==> src/rtl/acq_engine_pkg.sv <==
// Shared constants and helpers for the acquire-engine popcount path.
// Contents:
//   pop_width()  - width of a popcount of an N-bit word
//   acc_width()  - popcount width plus coherent-length counter width
//   num_groups() - ceil(in_width / group_w)
//   NUM_GROUPS   - group count for the default 31-bit / 7-bit configuration
//   state_t      - IDLE / ACCUM state encoding
package acq_engine_pkg;

    localparam int unsigned DEF_IN_WIDTH = 31;
    localparam int unsigned DEF_GROUP_W  = 7;
    localparam int unsigned DEF_CNT_W    = 10;

    function automatic int unsigned pop_width(input int unsigned in_width);
        return $clog2(in_width + 1);
    endfunction

    function automatic int unsigned acc_width(input int unsigned in_width,
                                              input int unsigned cnt_w);
        return pop_width(in_width) + cnt_w;
    endfunction

    function automatic int unsigned num_groups(input int unsigned in_width,
                                               input int unsigned group_w);
        return (in_width + group_w - 1) / group_w;
    endfunction

    localparam int unsigned NUM_GROUPS = num_groups(DEF_IN_WIDTH, DEF_GROUP_W);

    typedef enum logic [0:0] {
        IDLE  = 1'b0,
        ACCUM = 1'b1
    } state_t;

endpackage

==> src/rtl/group_popcount.sv <==
// Combinational count of ones in one GROUP_W-bit group.
// Ports:
//   bits     in   GROUP_W              group of sign-match bits
//   count_c  out  clog2(GROUP_W+1)     number of ones (combinational)
module group_popcount #(
    parameter int unsigned GROUP_W = 7
) (
    input  logic [GROUP_W-1:0]            bits,
    output logic [$clog2(GROUP_W+1)-1:0]  count_c
);
    localparam int unsigned CW = $clog2(GROUP_W + 1);

    always_comb begin
        count_c = '0;
        for (int unsigned i = 0; i < GROUP_W; i++) begin
            count_c = count_c + CW'(bits[i]);
        end
    end

endmodule

==> src/rtl/bit_sum_accumulator.sv <==
// Pipelined popcount-and-accumulate: counts ones per valid word and sums the
// counts over a run of acc_len words, then emits one dump.
// Build option: define BIT_SUM_SIGNED_OUT_EN for a signed +/-1 correlation sum
// (each word contributes 2*pc - IN_WIDTH, sum_out is ACC_W+1 bits).
// Ports:
//   clk        in   1          clock
//   rst        in   1          synchronous active-high reset
//   start      in   1          load acc_len, clear state, begin a run
//   acc_len    in   CNT_W      words per run (0 treated as 1)
//   in_valid   in   1          in_data valid
//   in_data    in   IN_WIDTH   sign-match bits
//   busy       out  1          run in progress
//   sum_valid  out  1          one-cycle dump pulse
//   sum_out    out  OUT_W      accumulated result, held between dumps
module bit_sum_accumulator
    import acq_engine_pkg::*;
#(
    parameter int unsigned IN_WIDTH = 31,
    parameter int unsigned GROUP_W  = 7,
    parameter int unsigned CNT_W    = 10
) (
    input  logic                clk,
    input  logic                rst,
    input  logic                start,
    input  logic [CNT_W-1:0]    acc_len,
    input  logic                in_valid,
    input  logic [IN_WIDTH-1:0] in_data,
    output logic                busy,
    output logic                sum_valid,
`ifdef BIT_SUM_SIGNED_OUT_EN
    output logic [acc_width(IN_WIDTH, CNT_W):0]   sum_out
`else
    output logic [acc_width(IN_WIDTH, CNT_W)-1:0] sum_out
`endif
);
    localparam int unsigned POP_W = pop_width(IN_WIDTH);
    localparam int unsigned ACC_W = acc_width(IN_WIDTH, CNT_W);
    localparam int unsigned NG    = num_groups(IN_WIDTH, GROUP_W);
    localparam int unsigned GC_W  = $clog2(GROUP_W + 1);
    localparam int unsigned PAD_W = NG * GROUP_W;
`ifdef BIT_SUM_SIGNED_OUT_EN
    localparam int unsigned OUT_W = ACC_W + 1;
`else
    localparam int unsigned OUT_W = ACC_W;
`endif

    // Zero-pad so the last (partial) group reads zeros above IN_WIDTH.
    logic [PAD_W-1:0]         padded_c;
    logic [NG-1:0][GC_W-1:0]  grp_cnt_c;

    assign padded_c = PAD_W'(in_data);

    for (genvar g = 0; g < NG; g++) begin : g_grp
        group_popcount #(
            .GROUP_W (GROUP_W)
        ) u_pop (
            .bits    (padded_c[g*GROUP_W +: GROUP_W]),
            .count_c (grp_cnt_c[g])
        );
    end

    // Pipeline S1 (group counts) and S2 (total popcount)
    logic [NG-1:0][GC_W-1:0]  s1_cnt;
    logic                     s1_valid;
    logic [POP_W-1:0]         s2_pc;
    logic                     s2_valid;
    logic [POP_W-1:0]         pc_c;

    always_comb begin
        pc_c = '0;
        for (int unsigned g = 0; g < NG; g++) begin
            pc_c = pc_c + POP_W'(s1_cnt[g]);
        end
    end

    // start drops words already in flight but keeps the word arriving with it.
    always_ff @(posedge clk) begin
        if (rst) begin
            s1_cnt   <= '0;
            s1_valid <= 1'b0;
            s2_pc    <= '0;
            s2_valid <= 1'b0;
        end else begin
            s1_cnt   <= grp_cnt_c;
            s1_valid <= in_valid;
            s2_pc    <= pc_c;
            s2_valid <= start ? 1'b0 : s1_valid;
        end
    end

    // Per-word contribution to the accumulator
    logic [OUT_W-1:0] contrib_c;
`ifdef BIT_SUM_SIGNED_OUT_EN
    assign contrib_c = (OUT_W'(s2_pc) << 1) - OUT_W'(IN_WIDTH);
`else
    assign contrib_c = OUT_W'(s2_pc);
`endif

    // Run control FSM
    state_t           state, state_n;
    logic [CNT_W-1:0] len, len_n;
    logic [CNT_W-1:0] count, count_n;
    logic [OUT_W-1:0] acc, acc_n;
    logic [OUT_W-1:0] sum_n;
    logic             sum_valid_n;
    logic             busy_n;

    always_ff @(posedge clk) begin
        if (rst) begin
            state     <= IDLE;
            len       <= CNT_W'(1);
            count     <= '0;
            acc       <= '0;
            sum_out   <= '0;
            sum_valid <= 1'b0;
            busy      <= 1'b0;
        end else begin
            state     <= state_n;
            len       <= len_n;
            count     <= count_n;
            acc       <= acc_n;
            sum_out   <= sum_n;
            sum_valid <= sum_valid_n;
            busy      <= busy_n;
        end
    end

    always_comb begin
        state_n     = state;
        len_n       = len;
        count_n     = count;
        acc_n       = acc;
        sum_n       = sum_out;
        sum_valid_n = 1'b0;
        busy_n      = busy;

        if (start) begin
            // start wins over any dump due in the same cycle
            state_n = ACCUM;
            len_n   = (acc_len == '0) ? CNT_W'(1) : acc_len;
            count_n = '0;
            acc_n   = '0;
            busy_n  = 1'b1;
        end else begin
            unique case (state)
                IDLE: begin
                    busy_n = 1'b0;
                end
                ACCUM: begin
                    if (s2_valid) begin
                        if (count == len - CNT_W'(1)) begin
                            sum_n       = acc + contrib_c;
                            sum_valid_n = 1'b1;
                            acc_n       = '0;
                            count_n     = '0;
                            state_n     = IDLE;
                            busy_n      = 1'b0;
                        end else begin
                            acc_n   = acc + contrib_c;
                            count_n = count + CNT_W'(1);
                        end
                    end
                end
                default: begin
                    state_n = IDLE;
                    busy_n  = 1'b0;
                end
            endcase
        end
    end

endmodule

==> config.mk <==
export PLATFORM = sky130hd
export DESIGN_NAME = bit_sum_accumulator
export DESIGN_NICKNAME = d
export VERILOG_FILES = /design/src/rtl/acq_engine_pkg.sv /design/src/rtl/group_popcount.sv /design/src/rtl/bit_sum_accumulator.sv
export SDC_FILE = /design/constraint.sdc
export NUM_CORES = 1
export LEC_CHECK = 0
export BUFFER_PORTS_ARGS = -buffer_cell sky130_fd_sc_hd__buf_2
export CAP_MARGIN = 20
export CORE_UTILIZATION = 55
export CTS_CLUSTER_DIAMETER = 40
export DETAILED_ROUTE_END_ITERATION = 12
export PLACE_DENSITY_LB_ADDON = 0.1
export SYNTH_ARGS = -nofsm -noshare
export SYNTH_HDL_FRONTEND = slang
export SYNTH_HIERARCHICAL = 1
export SYNTH_SLANG_ARGS = --single-unit
==> constraint.sdc <==
create_clock -name clk -period 4.13 [get_ports clk]
set_input_delay 0 -clock clk [delete_from_list [all_inputs] [get_ports clk]]
set_output_delay 0 -clock clk [all_outputs]
set_load 0.05 [all_outputs]
Word level (Yosys, flattened, before mapping). Index checks and enable logic that the tools add are counted.

Register bits: 75. Output and inout bits: 17. Input port bits: 45.

Equal/unequal tests: 3. Reductions and logical operators: 6. Bitwise gates (word level): 3. Mux-type cells: 12. $add $sub $neg: 33.

Operators by type and width (number): adder 3 x 1 -> 3 bit (21); two-way mux 10 bit (2); adder 15 x 5 -> 15 bit (1); two-way mux 15 bit (1); adder 1 x 1 -> 2 bit (5); adder 10 x 1 -> 10 bit (second input constant) (1); adder 5 x 3 -> 5 bit (2); equality test 10 bit (1); logical NOT 10 bit (1); subtractor 10 x 1 -> 10 bit (second input constant) (1); two-way mux 1 bit (8); adder 4 x 3 -> 5 bit (1); adder 3 x 3 -> 4 bit (1); AND reduction 2 bit (2); AND reduction 4 bit (1); OR reduction 4 bit (1); inequality test 3 x 2 -> 1 bit (second input constant) (1); inequality test 3 bit (second input constant) (1); inverter 1 bit (3); one-hot mux 1 bit (2 select lines) (1); OR reduction 2 bit (1).

Logic depth before layout (Yosys ltp).
Depth in word-level cells: 6. Depth in mapped cells: 12. Gate-level depth less buffers: 12.

By module. The synthesis kept the hierarchy.

Modules (own cells, without submodules): bit_sum_accumulator (area an instance 3704.8 um2, instances 1, sequential area each 1501.4 um2, cells each 413); group_popcount (area an instance 110.1 um2, instances 5, sequential area each 0.0 um2, cells each 12).

Worst setup path before layout. No wires, ideal clock.

Path kind: register to register. From: register s1_cnt[2] in the netlist's numbering. To: register s2_pc[4]. Period minus slack after synthesis: 2925 ps. Path buffers: 0. Path slack: 1205 ps. Setup time: 128 ps. Cell stages (with the launch flop): 13. Arrival: 2797 ps. Cell sequence: dfxtp_1 inv_1 fa_1 inv_1 fa_1 inv_1 fa_1 inv_1 ha_1 a21o_1 a21oi_1 xor2_1 nor2_1.

Cells in the longest elaborated chain, start to end: 4.

RTL lines: start: declaration (line bit_sum_accumulator.sv:63) `logic [NG-1:0][GC_W-1:0] s1_cnt;`; start signal: assignment (line bit_sum_accumulator.sv:84) `s1_cnt <= grp_cnt_c;`; adder 3 x 3 -> 4 bit (line bit_sum_accumulator.sv:72) `pc_c = pc_c + POP_W'(s1_cnt[g]);`; adder 4 x 3 -> 5 bit (line bit_sum_accumulator.sv:72); adder 5 x 3 -> 5 bit (2 in series) (line bit_sum_accumulator.sv:72); end signal: assignment (line bit_sum_accumulator.sv:86) `s2_pc <= pc_c;`; end: declaration (line bit_sum_accumulator.sv:65) `logic [POP_W-1:0] s2_pc;`.

Every way passes these cells. A chain may end at the register's enable or synchronous reset.

Worst setup path after layout.
From: register len[2]. To: register acc[12].

Cells in the longest elaborated chain, start to end: 3.

RTL lines: start: declaration (line bit_sum_accumulator.sv:101) `logic [CNT_W-1:0] len, len_n;`; start signal: assignment (line bit_sum_accumulator.sv:119) `len <= len_n;`; subtractor 10 x 1 -> 10 bit (line bit_sum_accumulator.sv:151) `if (count == len - CNT_W'(1)) begin`; equality test 10 bit (line bit_sum_accumulator.sv:151); two-way mux 15 bit (line bit_sum_accumulator.sv:151); end signal: assignment (line bit_sum_accumulator.sv:121) `acc <= acc_n;`; end: declaration (line bit_sum_accumulator.sv:103) `logic [OUT_W-1:0] acc, acc_n;`.

Every way passes these cells.

==> flow_summary.ini <==
[clocking]
cts_buffers = 9
path_clk_slew_ns = 0.09
cts_tree = built
clockBufferDepth = 2
htreeDepth = 3
post_cts_buffers = 0
worstSkewPairLatency_ns = 0.35
clock-sinks = 75
cts_root_buffer = clkbuf_8

[cells_and_area]
fillCellCount = 669
utilization_pct = 66.9
drive_above_1_share_pct = 15.5
antenna_cells = 0
layout_commonest_cell = dfxtp_1
syn_to_final_growth_pct = 15.8
mostFrequentLayoutCells = 75 x dfxtp_1, 70 x inv_1, 61 x buf_2
fin_nets = 631

[floorplanning]
die-area_mm2 = 0.00809
die_y_um = 90.0
start_util_pct = 57.7
die_x_um = 90.0
core_mm2 = 0.00737
rows = 31
io_pins = 62

[global_route]
grt_start_max_net_pins = 57
grt_use_total_pct = 22.5
grt_pass1_vias = 3261
antenna_found_initial = 0
globalRouteOverflowTotal = 0
grt_pass1_wl_um = 14600

[worst_setup_path]
cp-end-kind = flip-flop
path_cells = or3_1 -> or4_4 -> a2111oi_4 -> nand3b_2 -> o21bai_1 -> o21ai_0
critPathMaxFanout = 12
worst-path-buf-inv = 0
r2r_cells = 6
critPathMaxStageDelay_ns = 0.64
cp.arrival_ns = 3.30
crit_type = reg2reg
r2r_start = len[2]
start_kind = flip-flop
rr_endpoint = acc[12]
cp-endpoint = acc[12]
crit_family = simple AND/OR/NAND/NOR gates
worst-path-stages = 6
cp.required_ns = 4.33
slowest_stage = o21bai_1
crit_start = len[2]
rrSetupSlack_ns = 1.03

[synthesis]
synth-async-reset-ratio_pct = 0
syn_avg_cell_area_um2 = 9.00
yosysWarnings = 6
synth_seq_cells = 75
ys.flop_type = dfxtp_1
synthesis.area_mm2 = 0.00426
synthCells = 473
seq_area_frac_synth_pct = 35.3
synth_enable_flop_cells = 0
synth_cell_type_count = 51

[power_and_ir_drop]
p_total_w = 0.00185
power.leakage_nw = 2.12
p_int_w = 0.00127
seqPwrFrac_pct = 43.8
power.switching_w = 0.000582
peakVddDrop_uv = 217
power_frac_clock_pct = 28.7
pwr-share-comb_pct = 27.5
swShare_pct = 31.5
powerDensity_mw_per_mm2 = 375

[detailed_routing]
drt-wirelength-per-cell_um = 12.8
firstDrtPassIters = 5
route.layer.met1.wl_um = 3860
via_per_inst = 5.07
drcViolationCount = 0
routed_wl_um = 8320
via_count = 3288
route.met2.wl_um = 3850
dr.first_iter.drc_count = 164
routed.top_layer = met4
postRouteAntennaNets = 0
wl_met3_um = 501

[run]
maxCapViolations = 0

[timing]
holdWs_ns = 0.0281
finalMaxSlewViolations = 0
max_slew_margin_pct = 32.4
fmax_mhz = 323
setup_tns_ns = 0
final.setup_skew_ns = 0.0152
fin_crit_ns = 3.10
tightestPinTransition_ns = 1.01
min_period_over_period_pct = 75.0
rsz0062_at_grt = false
setup_viol = 0
hold_viol = 0

[placed_design]
gp_congestion = 0.821
io_buffers = 61
hpwl_um = 6220

[worst_hold_path]
hp-class = in2reg

[outcome]
status = completed
[synth_stat cells, types with 2 or more instances]
library cell,n,area share [%]
inv_1,70,6.2
o211ai_1,3,0.53
nand2_1,22,1.9
nand3b_1,2,0.35
o21ai_0,30,3.5
xnor2_1,23,4.7
nor3_1,8,0.94
dfxtp_1,75,35
nor4_1,4,0.59
a31oi_1,3,0.44
o41ai_1,6,1.2
buf_2,4,0.47
fa_1,29,14
o21bai_1,2,0.35
nand3_1,7,0.82
a21oi_1,16,1.9
o21a_1,2,0.35
mux2i_1,9,2.1
and2_1,2,0.29
nor2_1,47,4.1
nor2b_1,28,4.1
and3_1,2,0.29
ha_1,13,3.8
clkbuf_1,7,0.62
xor2_1,14,2.9
a21o_1,2,0.35
nand2b_1,4,0.59
or3_1,4,0.59
a211oi_1,5,0.88
or4_1,2,0.35
nand4_1,5,0.74
buf_1,4,0.35
[worst min path at each step]
stage | end | cells past startpoint | slack [ns] | startpoint
6_report | s1_cnt[0] | 3 | 0.03 | in_data[4]
5_1_grt | s1_cnt[9] | 3 | 0.04 | in_data[25]
4_1_cts | s1_cnt[0] | 3 | 0.02 | in_data[4]
3_5_place_dp | s1_valid | 2 | 0.23 | in_valid
3_3_place_gp | s1_valid | 2 | 0.21 | in_valid
2_1_floorplan | s1_valid | 1 | 0.13 | in_valid
[worst min-delay path, cell delays in order]
cell and delay [ns]:
buf_2 0.09, fa_1 0.14, nor2b_1 0.11
[power groups by stage]
| stage | combinational (W) | clock, W | sequential [W] |
|---|---|---|---|
| 6_report | 0.000509 | 0.000531 | 0.000810 |
| 5_1_grt | 0.000596 | 0.000582 | 0.000817 |
| 4_1_cts | 0.000519 | 0.000540 | 0.000810 |
| 3_5_place_dp | 0.000505 | 0 | 0.000827 |
| 3_3_place_gp | 0.000483 | 0 | 0.000825 |
| 2_1_floorplan | 0.000379 | 0 | 0.000818 |
[cell families after synthesis]
group	after synthesis	synth area share, %
xor gates and xnor gates	37	7.62
other	1	0.0881
and+or+nand+nor	147	17.8
DFF	75	35.3
adders and majority gates	42	17.5
muxes	9	2.12
AOI/OAI and AO/OA	76	11.7
buffers and inverters	86	7.88
[sequential cells by signal (all words and copies together), names as in the netlist]
register,cells
len,10
s2_valid,1
acc,15
busy,1
state,1
sum_out,15
s1_cnt,15
count,10
s2_pc,5
s1_valid,1
sum_valid,1
[area by class of cell]
type	instances	area [um^2]	area share (%)
inverter	70	263	5.33
sequential	75	1500	30.5
clock inverter	5	35.0	0.711
clock buffer	11	151	3.07
timing repair buffer	73	423	8.58
multi-input combinational	315	2430	49.3
tap	99	124	2.51
[metal layers]
layer,vias to the layer above,global-route usage (%)
met4,0,8.33
met5,-,0
li1,1673,-
met1,1525,29.6
met2,77,36.6
met3,13,4.91
[metrics by stage]
stage | cells | setup slack (ns) | cell area, um^2
floorplan | 476 | 1.21 | 4270
global placement | 620 | 1.12 | 4620
detailed placement | 620 | 0.973 | 4620
CTS | 647 | 0.981 | 4920
global route | 648 | 0.792 | 4930
finish | 648 | 1.03 | 4930
[what timing repair did]
item                      CTS  global route
hold buffers               11             0
hold endpoints to repair   11             0
resized for setup           0             0
No activity file was read; power rests on OpenSTA's default activity.
